==> src/rtl/isa_pkg.sv <==
// Shared ISA definitions for the instruction sequencer: FSM states,
// opcode and condition encodings, and instruction field positions.
package isa_pkg;

  typedef enum logic [2:0] {
    ST_FETCH  = 3'd0,
    ST_DECODE = 3'd1,
    ST_EXEC   = 3'd2,
    ST_MEM    = 3'd3,
    ST_HALT   = 3'd4
  } state_e;

  // Opcodes with special sequencing; every other opcode is data-processing.
  localparam logic [3:0] OP_LDR  = 4'hA;
  localparam logic [3:0] OP_STR  = 4'hB;
  localparam logic [3:0] OP_B    = 4'hC;
  localparam logic [3:0] OP_HALT = 4'hF;

  // Condition codes come in pairs: cond[3:1] picks the base test and
  // cond[0] inverts it (EQ/NE, CS/CC, ... , AL/NV).
  localparam logic [2:0] CPAIR_Z   = 3'd0;  // EQ / NE
  localparam logic [2:0] CPAIR_C   = 3'd1;  // CS / CC
  localparam logic [2:0] CPAIR_N   = 3'd2;  // MI / PL
  localparam logic [2:0] CPAIR_V   = 3'd3;  // VS / VC
  localparam logic [2:0] CPAIR_HI  = 3'd4;  // HI / LS
  localparam logic [2:0] CPAIR_GE  = 3'd5;  // GE / LT
  localparam logic [2:0] CPAIR_GT  = 3'd6;  // GT / LE
  localparam logic [2:0] CPAIR_AL  = 3'd7;  // AL / NV

  // Instruction field bit positions.
  localparam int COND_MSB = 31;
  localparam int COND_LSB = 28;
  localparam int OP_MSB   = 27;
  localparam int OP_LSB   = 24;
  localparam int SBIT_POS = 23;
  localparam int TGT_MSB  = 10;
  localparam int TGT_LSB  = 3;

  function automatic logic is_dataproc(input logic [3:0] op);
    return !(op inside {OP_B, OP_LDR, OP_STR, OP_HALT});
  endfunction

endpackage

==> src/rtl/instr_sequencer_cond_eval.sv <==
// Combinational condition evaluator: {cond, NZCV} -> pass.
module cond_eval
  import isa_pkg::*;
(
  input  logic [3:0] cond_i,
  input  logic [3:0] flags_i,
  output logic       pass_o
);

  logic n, z, c, v;
  logic base;

  assign n = flags_i[3];
  assign z = flags_i[2];
  assign c = flags_i[1];
  assign v = flags_i[0];

  // Base test selected by the condition pair, inverted by the low bit.
  always_comb begin
    base = 1'b1;
    case (cond_i[3:1])
      CPAIR_Z:  base = z;
      CPAIR_C:  base = c;
      CPAIR_N:  base = n;
      CPAIR_V:  base = v;
      CPAIR_HI: base = c & ~z;
      CPAIR_GE: base = (n == v);
      CPAIR_GT: base = ~z & (n == v);
      CPAIR_AL: base = 1'b1;
      default:  base = 1'b1;
    endcase
    pass_o = cond_i[0] ? ~base : base;
  end

endmodule

==> src/rtl/instr_sequencer.sv <==
// Fetch/decode/commit sequencer: owns the PC, latches the current
// instruction for the datapath and issues one-cycle write strobes.
module instr_sequencer
  import isa_pkg::*;
#(
  parameter int                  PC_WIDTH    = 8,
  parameter int                  INSTR_WIDTH = 32,
  parameter logic [PC_WIDTH-1:0] RESET_PC    = '0
) (
  input  logic                   clk,
  input  logic                   reset,
  output logic [PC_WIDTH-1:0]    fetch_addr,
  input  logic [INSTR_WIDTH-1:0] fetch_data,
  output logic [INSTR_WIDTH-1:0] instr,
  input  logic [3:0]             flags,
  output logic                   reg_we,
  output logic                   flag_we,
  output logic                   mem_req,
  output logic                   mem_rw,
  input  logic                   mem_ready,
  output logic                   halted,
  output logic [15:0]            retired
);

  state_e                 state_q, state_d;
  logic [PC_WIDTH-1:0]    pc_q, pc_d, pc_inc, br_target;
  logic [INSTR_WIDTH-1:0] instr_q, instr_d;
  logic [15:0]            retired_q, retired_d;
  logic [3:0]             cond, op;
  logic                   s_bit, cond_pass, dp_op, exec_go;
  logic [14:0]            unused_instr_bits;

  assign cond      = instr_q[COND_MSB:COND_LSB];
  assign op        = instr_q[OP_MSB:OP_LSB];
  assign s_bit     = instr_q[SBIT_POS];
  assign br_target = PC_WIDTH'(instr_q[TGT_MSB:TGT_LSB]);
  assign pc_inc    = pc_q + PC_WIDTH'(1);
  assign dp_op     = is_dataproc(op);
  assign exec_go   = (state_q == ST_EXEC) && cond_pass;

  // Fields not used by the sequencer itself; they go to the datapath via instr.
  assign unused_instr_bits = {instr_q[22:11], instr_q[2:0]};

  cond_eval u_cond_eval (
    .cond_i  (cond),
    .flags_i (flags),
    .pass_o  (cond_pass)
  );

  // Next-state, PC, instruction latch and retire-count decode.
  always_comb begin
    state_d   = state_q;
    pc_d      = pc_q;
    instr_d   = instr_q;
    retired_d = retired_q;
    case (state_q)
      ST_FETCH:  state_d = ST_DECODE;
      ST_DECODE: begin
        instr_d = fetch_data;
        state_d = ST_EXEC;
      end
      ST_EXEC: begin
        state_d = ST_FETCH;
        if (!cond_pass) begin
          pc_d = pc_inc;
        end else begin
          case (op)
            OP_B:           pc_d = br_target;
            OP_LDR, OP_STR: state_d = ST_MEM;
            OP_HALT:        state_d = ST_HALT;
            default:        pc_d = pc_inc;
          endcase
          // Memory ops retire when the access completes, not here.
          if (op != OP_LDR && op != OP_STR) retired_d = retired_q + 16'd1;
        end
      end
      ST_MEM: begin
        if (mem_ready) begin
          pc_d      = pc_inc;
          state_d   = ST_FETCH;
          retired_d = retired_q + 16'd1;
        end
      end
      ST_HALT:   state_d = ST_HALT;
      default:   state_d = ST_FETCH;
    endcase
  end

  // Sequencer state registers with synchronous reset.
  always_ff @(posedge clk) begin
    if (reset) begin
      state_q   <= ST_FETCH;
      pc_q      <= RESET_PC;
      instr_q   <= '0;
      retired_q <= '0;
    end else begin
      state_q   <= state_d;
      pc_q      <= pc_d;
      instr_q   <= instr_d;
      retired_q <= retired_d;
    end
  end

  // Strobes decode the registered state; LDR write-back lands on the ready cycle.
  assign reg_we     = (exec_go && dp_op) ||
                      ((state_q == ST_MEM) && mem_ready && (op == OP_LDR));
  assign flag_we    = exec_go && dp_op && s_bit;
  assign mem_req    = (state_q == ST_MEM);
  assign mem_rw     = (state_q == ST_MEM) && (op == OP_STR);
  assign halted     = (state_q == ST_HALT);
  assign fetch_addr = pc_q;
  assign instr      = instr_q;
  assign retired    = retired_q;

endmodule

==> config.mk <==
export PLATFORM = sky130hd
export DESIGN_NAME = instr_sequencer
export DESIGN_NICKNAME = d
export VERILOG_FILES = /design/src/rtl/isa_pkg.sv /design/src/rtl/instr_sequencer_cond_eval.sv /design/src/rtl/instr_sequencer.sv
export SDC_FILE = /design/constraint.sdc
export NUM_CORES = 1
export LEC_CHECK = 0
export ABC_AREA = 1
export CORE_MARGIN = 2
export CORE_UTILIZATION = 45
export DETAILED_ROUTE_END_ITERATION = 8
export MAX_ROUTING_LAYER = met4
export PLACE_DENSITY = 0.79
export SETUP_SLACK_MARGIN = 0.3
export SKIP_LAST_GASP = 1
export SYNTH_ARGS = -nofsm -noshare
export SYNTH_HDL_FRONTEND = slang
export SYNTH_SLANG_ARGS = --single-unit
==> constraint.sdc <==
create_clock -name clk -period 2 [get_ports clk]
set_input_delay 0.2 -clock clk [delete_from_list [all_inputs] [get_ports clk]]
set_output_delay 0.2 -clock clk [all_outputs]
set_load 0.05 [all_outputs]
Yosys cells after proc, flatten, opt, wreduce, memory -nomap -nowiden. Cells that the tools add are included.

Logic and storage cells: 63. Output and inout port bits: 61. Flip-flop bits (word level): 59. Bits of input ports: 39.

Reductions and logical operators: 17. Equality and inequality tests: 22. Bitwise operators: 4. Add/sub/neg operators: 2. Multiplexer cells: 14.

Operators by type and width (number): 16-bit two-way mux (3); 16-bit one-hot mux with 2 select lines (1); 8-bit one-hot mux with 2 select lines (2); 16-bit by 1-bit adder with 16-bit output (second input constant) (1); 4-bit == test (second input constant) (4); 8-bit two-way mux (2); 3-bit == test (second input constant) (5); 3-bit one-hot mux with 5 select lines (1); 3-bit by 2-bit == test with 1-bit output (second input constant) (4); 8-bit by 1-bit adder with 8-bit output (second input constant) (1); 4-bit != test (second input constant) (2); 1-bit one-hot mux with 8 select lines (1); 1-bit logical AND (7); 3-bit by 1-bit == test with 1-bit output (second input constant) (2); 3-bit logical NOT (2); 3-bit two-way mux (2); 3-bit one-hot mux with 2 select lines (1); 2-bit by 1-bit != test with 1-bit output (second input constant) (2); 4-bit AND reduction (1); 4-bit nonzero test (1); 3-bit != test (second input constant) (1); 3-bit AND reduction (1); 3-bit OR reduction (1); 1-bit AND (2); 8 further kinds (9).

Logic depth before layout (Yosys ltp).
Depth in word-level cells: 8. Mapped depth: 15.

Modules after synthesis. Synthesis repeated with hierarchy kept, for this count alone.

Cell total of the unflattened synthesis: 452. Area total of the unflattened synthesis: 3100.5 µm².

By module, submodules not included: instr_sequencer (seq. area each 1181.1 µm², area an instance 2972.9 µm², cells an instance 424, times used 1); cond_eval (seq. area each 0.0 µm², area an instance 127.6 µm², cells an instance 28, times used 1).

Worst setup path before layout. OpenSTA, ideal clock, no wires.

Path type: register -> output. Start point: register state_q[2]. End point: output mem_rw. Stages on the path, launching flop included: 5. Setup slack: -1.625 ns. Data arrival time: 3.425 ns. Cells stage by stage: dfxtp_1 -> nor3_1 -> inv_2 -> clkbuf_1 -> nor4_1.

Word-level cells in the longest chain between the ends: 2.

RTL lines: start: declaration (RTL line instr_sequencer.sv:25) `state_e state_q, state_d;`; start signal: assignment (RTL line instr_sequencer.sv:97) `state_q <= state_d;`; 3-bit by 2-bit == test with 1-bit output; net mem_req (RTL line instr_sequencer.sv:18) `output logic mem_req,`; 1-bit logical AND (RTL line instr_sequencer.sv:109) `assign mem_rw = (state_q == ST_MEM) && (op == OP_STR);`; end: declaration (RTL line instr_sequencer.sv:19) `output logic mem_rw,`.

The timed path passes the listed nets, and every way through them passes these cells.

Final worst setup path.
Start point: register instr_q[30] (netlist: instr[30]). End point: output flag_we.

Word-level cells in the longest chain between the ends: 7.

RTL lines: start: declaration (RTL line instr_sequencer.sv:27) `logic [INSTR_WIDTH-1:0] instr_q, instr_d;`; start signal: assignment (RTL line instr_sequencer.sv:99) `instr_q <= instr_d;`; 3-bit == test, or another cell as far along (RTL line instr_sequencer_cond_eval.sv:21) `case (cond_i[3:1])`; 1-bit one-hot mux with 8 select lines (*) (RTL line instr_sequencer_cond_eval.sv:21); 1-bit inverter (RTL line instr_sequencer_cond_eval.sv:32) `pass_o = cond_i[0] ? ~base : base;`; 1-bit two-way mux (*) (RTL line instr_sequencer_cond_eval.sv:32); 1-bit logical AND (*) (RTL line instr_sequencer.sv:39) `assign exec_go = (state_q == ST_EXEC) && cond_pass;`; 1-bit logical AND (*) (2 in series) (RTL line instr_sequencer.sv:107) `assign flag_we = exec_go && dp_op && s_bit;`; end: declaration (RTL line instr_sequencer.sv:17) `output logic flag_we,`.

Mark *: on every way between the ends. The rest lies on a longest branch, timed or not.

==> results.cfg <==
[floorplanning]
die_width_um = 84.5
ios = 100
num_rows = 29
initial_utilization_pct = 46.2
dieArea_um2 = 7140
dieHeight_um = 84.5
core_um2 = 6310

[sta]
worst_slew_pin_slew_ps = 527
finalClockSkew_ps = 7.64
max-slew-margin-rel_pct = 64.8
rsz0062_at_grt = yes
final.period_utilization_pct = 104
fin_setup_tns_ps = -96.3
fin_ws_ps = -72.0
final.min_clock_period_ps = 2070
finalSetupViolations = 2
hold_viol = 0
drv_slew = 0
fmax_mhz = 483

[layout]
area_growth_pct = 56.1
layout_common_cells = 64 x nor2_1, 52 x nand2_1, 44 x dlygate4sd2_1
final_common_cell = nor2_1
fillCellCount = 514
fin_nets = 574
final_layout_size_suffix_gt1_share_pct = 20.3
diodes = 0

[routing]
drtAntennaViolNets = 0
drc_errors = 0
drt_iter0_markers = 149
vias_per_cell = 5.33
firstDrtPassIters = 5
routed_wl_um = 8940
vias = 3280
wl_per_cell_um = 14.5

[critical_path]
cp_data_required_time_ps = 1800
cp-start-kind = register
crit_type = reg2out
cp.arrival_ps = 1870
end_kind = output pin
critPathMaxFanout = 6

[run_status]
status = finished, violations left
violations = setup timing

[synth]
yosys_most_used_dff = dfxtp_1
synthesis.area_um2 = 2910
synth_nets = 455
synthCells = 414
yosysUniqueCellTypes = 28
yosys.area.top_type = dfxtp_1
synthTopCellsByArea = dfxtp_1 41%, nand2_1 8.5%, nor2_1 8.5%
synth.top_cell.area_share_pct = 40.5
synthArstFlopShare_pct = 0
postSynthAreaPerCell_um2 = 7.04
synth_edf_count = 0
ys_seq_area_share_pct = 40.5
synth-warning-count = 0
ys_ff_latch = 59

[grt]
grt_pass1_wl_um = 14100
grt-ovfl-total = 0
grt_max_degree = 31
grt_pass1_vias = 3230
grt_usage_pct = 25.1
grt_antenna_before_repair = 0

[cts]
path_clk_slew_ps = 80
root_buffer = clkbuf_8
clock_latency_ps = 350
cts_made_buffers = 9
hold_buffers = 0
tritoncts = yes
clock_sinks = 59
cts_max_level = 3
clock_path_buffers = 2

[power_and_ir_drop]
p_int_mw = 2.09
clkPwrFrac_pct = 29.3
pwr-share-comb_pct = 30.7
vdd_drop_max_v = 0.000579
switchingPower_mw = 1.29
power_density_nw_per_um2 = 743
seqPwrFrac_pct = 40.0
leakage_nw = 2.22
switching_share_pct = 38.3

[flow_run]
drv_cap = 0

[placed_design]
dp.final_hpwl_um = 5960
place_ws_ps = -92.0
portBuffers = 99
gp_congestion = 0.950

[hold_path]
holdCritPathClass = in2reg
critical path, cell delays in order (launching register included):
cell and delay, ps:
dfxtp_4 410, inv_4 50, nand3_1 60, nand2_1 80, a21oi_2 140, nand2_2 90
nand2_2 80, nand2_2 60, a21boi_2 170, nand2_2 120, nor2_4 120, buf_12 140
flip-flops by register name, indices dropped and copies added, names as in the netlist:
signal / cells
instr: 32
retired: 16
fetch_addr: 8
state_q: 3
kinds of logic after synthesis:
logic type                 share of synthesized area, %
AOI/OAI and AO/OA                                  12.3
xor gates and xnor gates                           6.01
adders and majority gates                         0.859
buffers and inverters                              8.11
DFF                                                40.5
and+or+nand+nor                                    32.2
per-stage QoR:
stage | utilization, % | instance area, um2 | cells | power, mW | hold slack, ps
finish | 72.1 | 4550 | 615 | 3.38 | 428
global route | 72.1 | 4550 | 615 | 3.53 | 441
CTS | 69.9 | 4410 | 612 | 3.36 | 428
detailed placement | 65.6 | 4140 | 587 | 2.36 | 485
global placement | 65.6 | 4140 | 587 | 2.34 | 469
floorplan | - | 3010 | 414 | 1.99 | 330
timing repair:
action,CTS,global route
gates cloned,2,0
buffers inserted,7,3
endpoints found under the setup margin,61,42
pin swaps,9,12
gates resized for setup,60,33
path summary, 6_finish.rpt:
kind,start,to,slack [ps],depth (start not counted)
worst max-delay path,instr[30],flag_we,-70,11
worst max register to register,instr[30],retired[13],30,13
worst min register to register,retired[1],retired[1],500,2
worst min-delay path,fetch_data[2],instr[2],430,3
synthesized netlist by cell type (2+ instances only):
cell type,number
dfxtp_1,59
nor4_1,2
nand2_2,2
xor2_1,14
nand2_1,66
a21oi_1,31
inv_1,42
nand4_1,30
nor3_1,11
nand3_1,21
ha_1,2
xnor2_1,6
buf_2,3
nor2_1,66
nand3_2,2
o21ai_0,33
clkbuf_1,13
routing by layer:
layer | GRT usage (%) | vias up | wire length [um]
li1 | - | 1607 | -
met1 | 28.5 | 1527 | 3660
met2 | 41.8 | 123 | 4490
met3 | 5.11 | 23 | 584
met4 | 12.8 | 0 | 206
met5 | - | - | 0
power by group through the flow:
stage,sequential [mW],combinational [mW],clock [mW]
after global routing,1.36,1.11,1.06
after global placement,1.37,0.973,0
after floorplan,1.67,0.322,0
after detailed placement,1.37,0.988,0
final,1.35,1.04,0.991
after CTS,1.35,1.01,0.999
layout make-up:
| cell class | count | area (um2) | area share [%] |
|---|---|---|---|
| Multi-Input combinational cell | 296 | 1670 | 36.8 |
| Clock inverter | 7 | 52.6 | 1.16 |
| Timing Repair Buffer | 124 | 1230 | 27.0 |
| Tap cell | 77 | 96.3 | 2.12 |
| Inverter | 43 | 166 | 3.66 |
| Sequential cell | 59 | 1210 | 26.6 |
| Clock buffer | 9 | 124 | 2.72 |
Power figures use the tool's default switching activity.
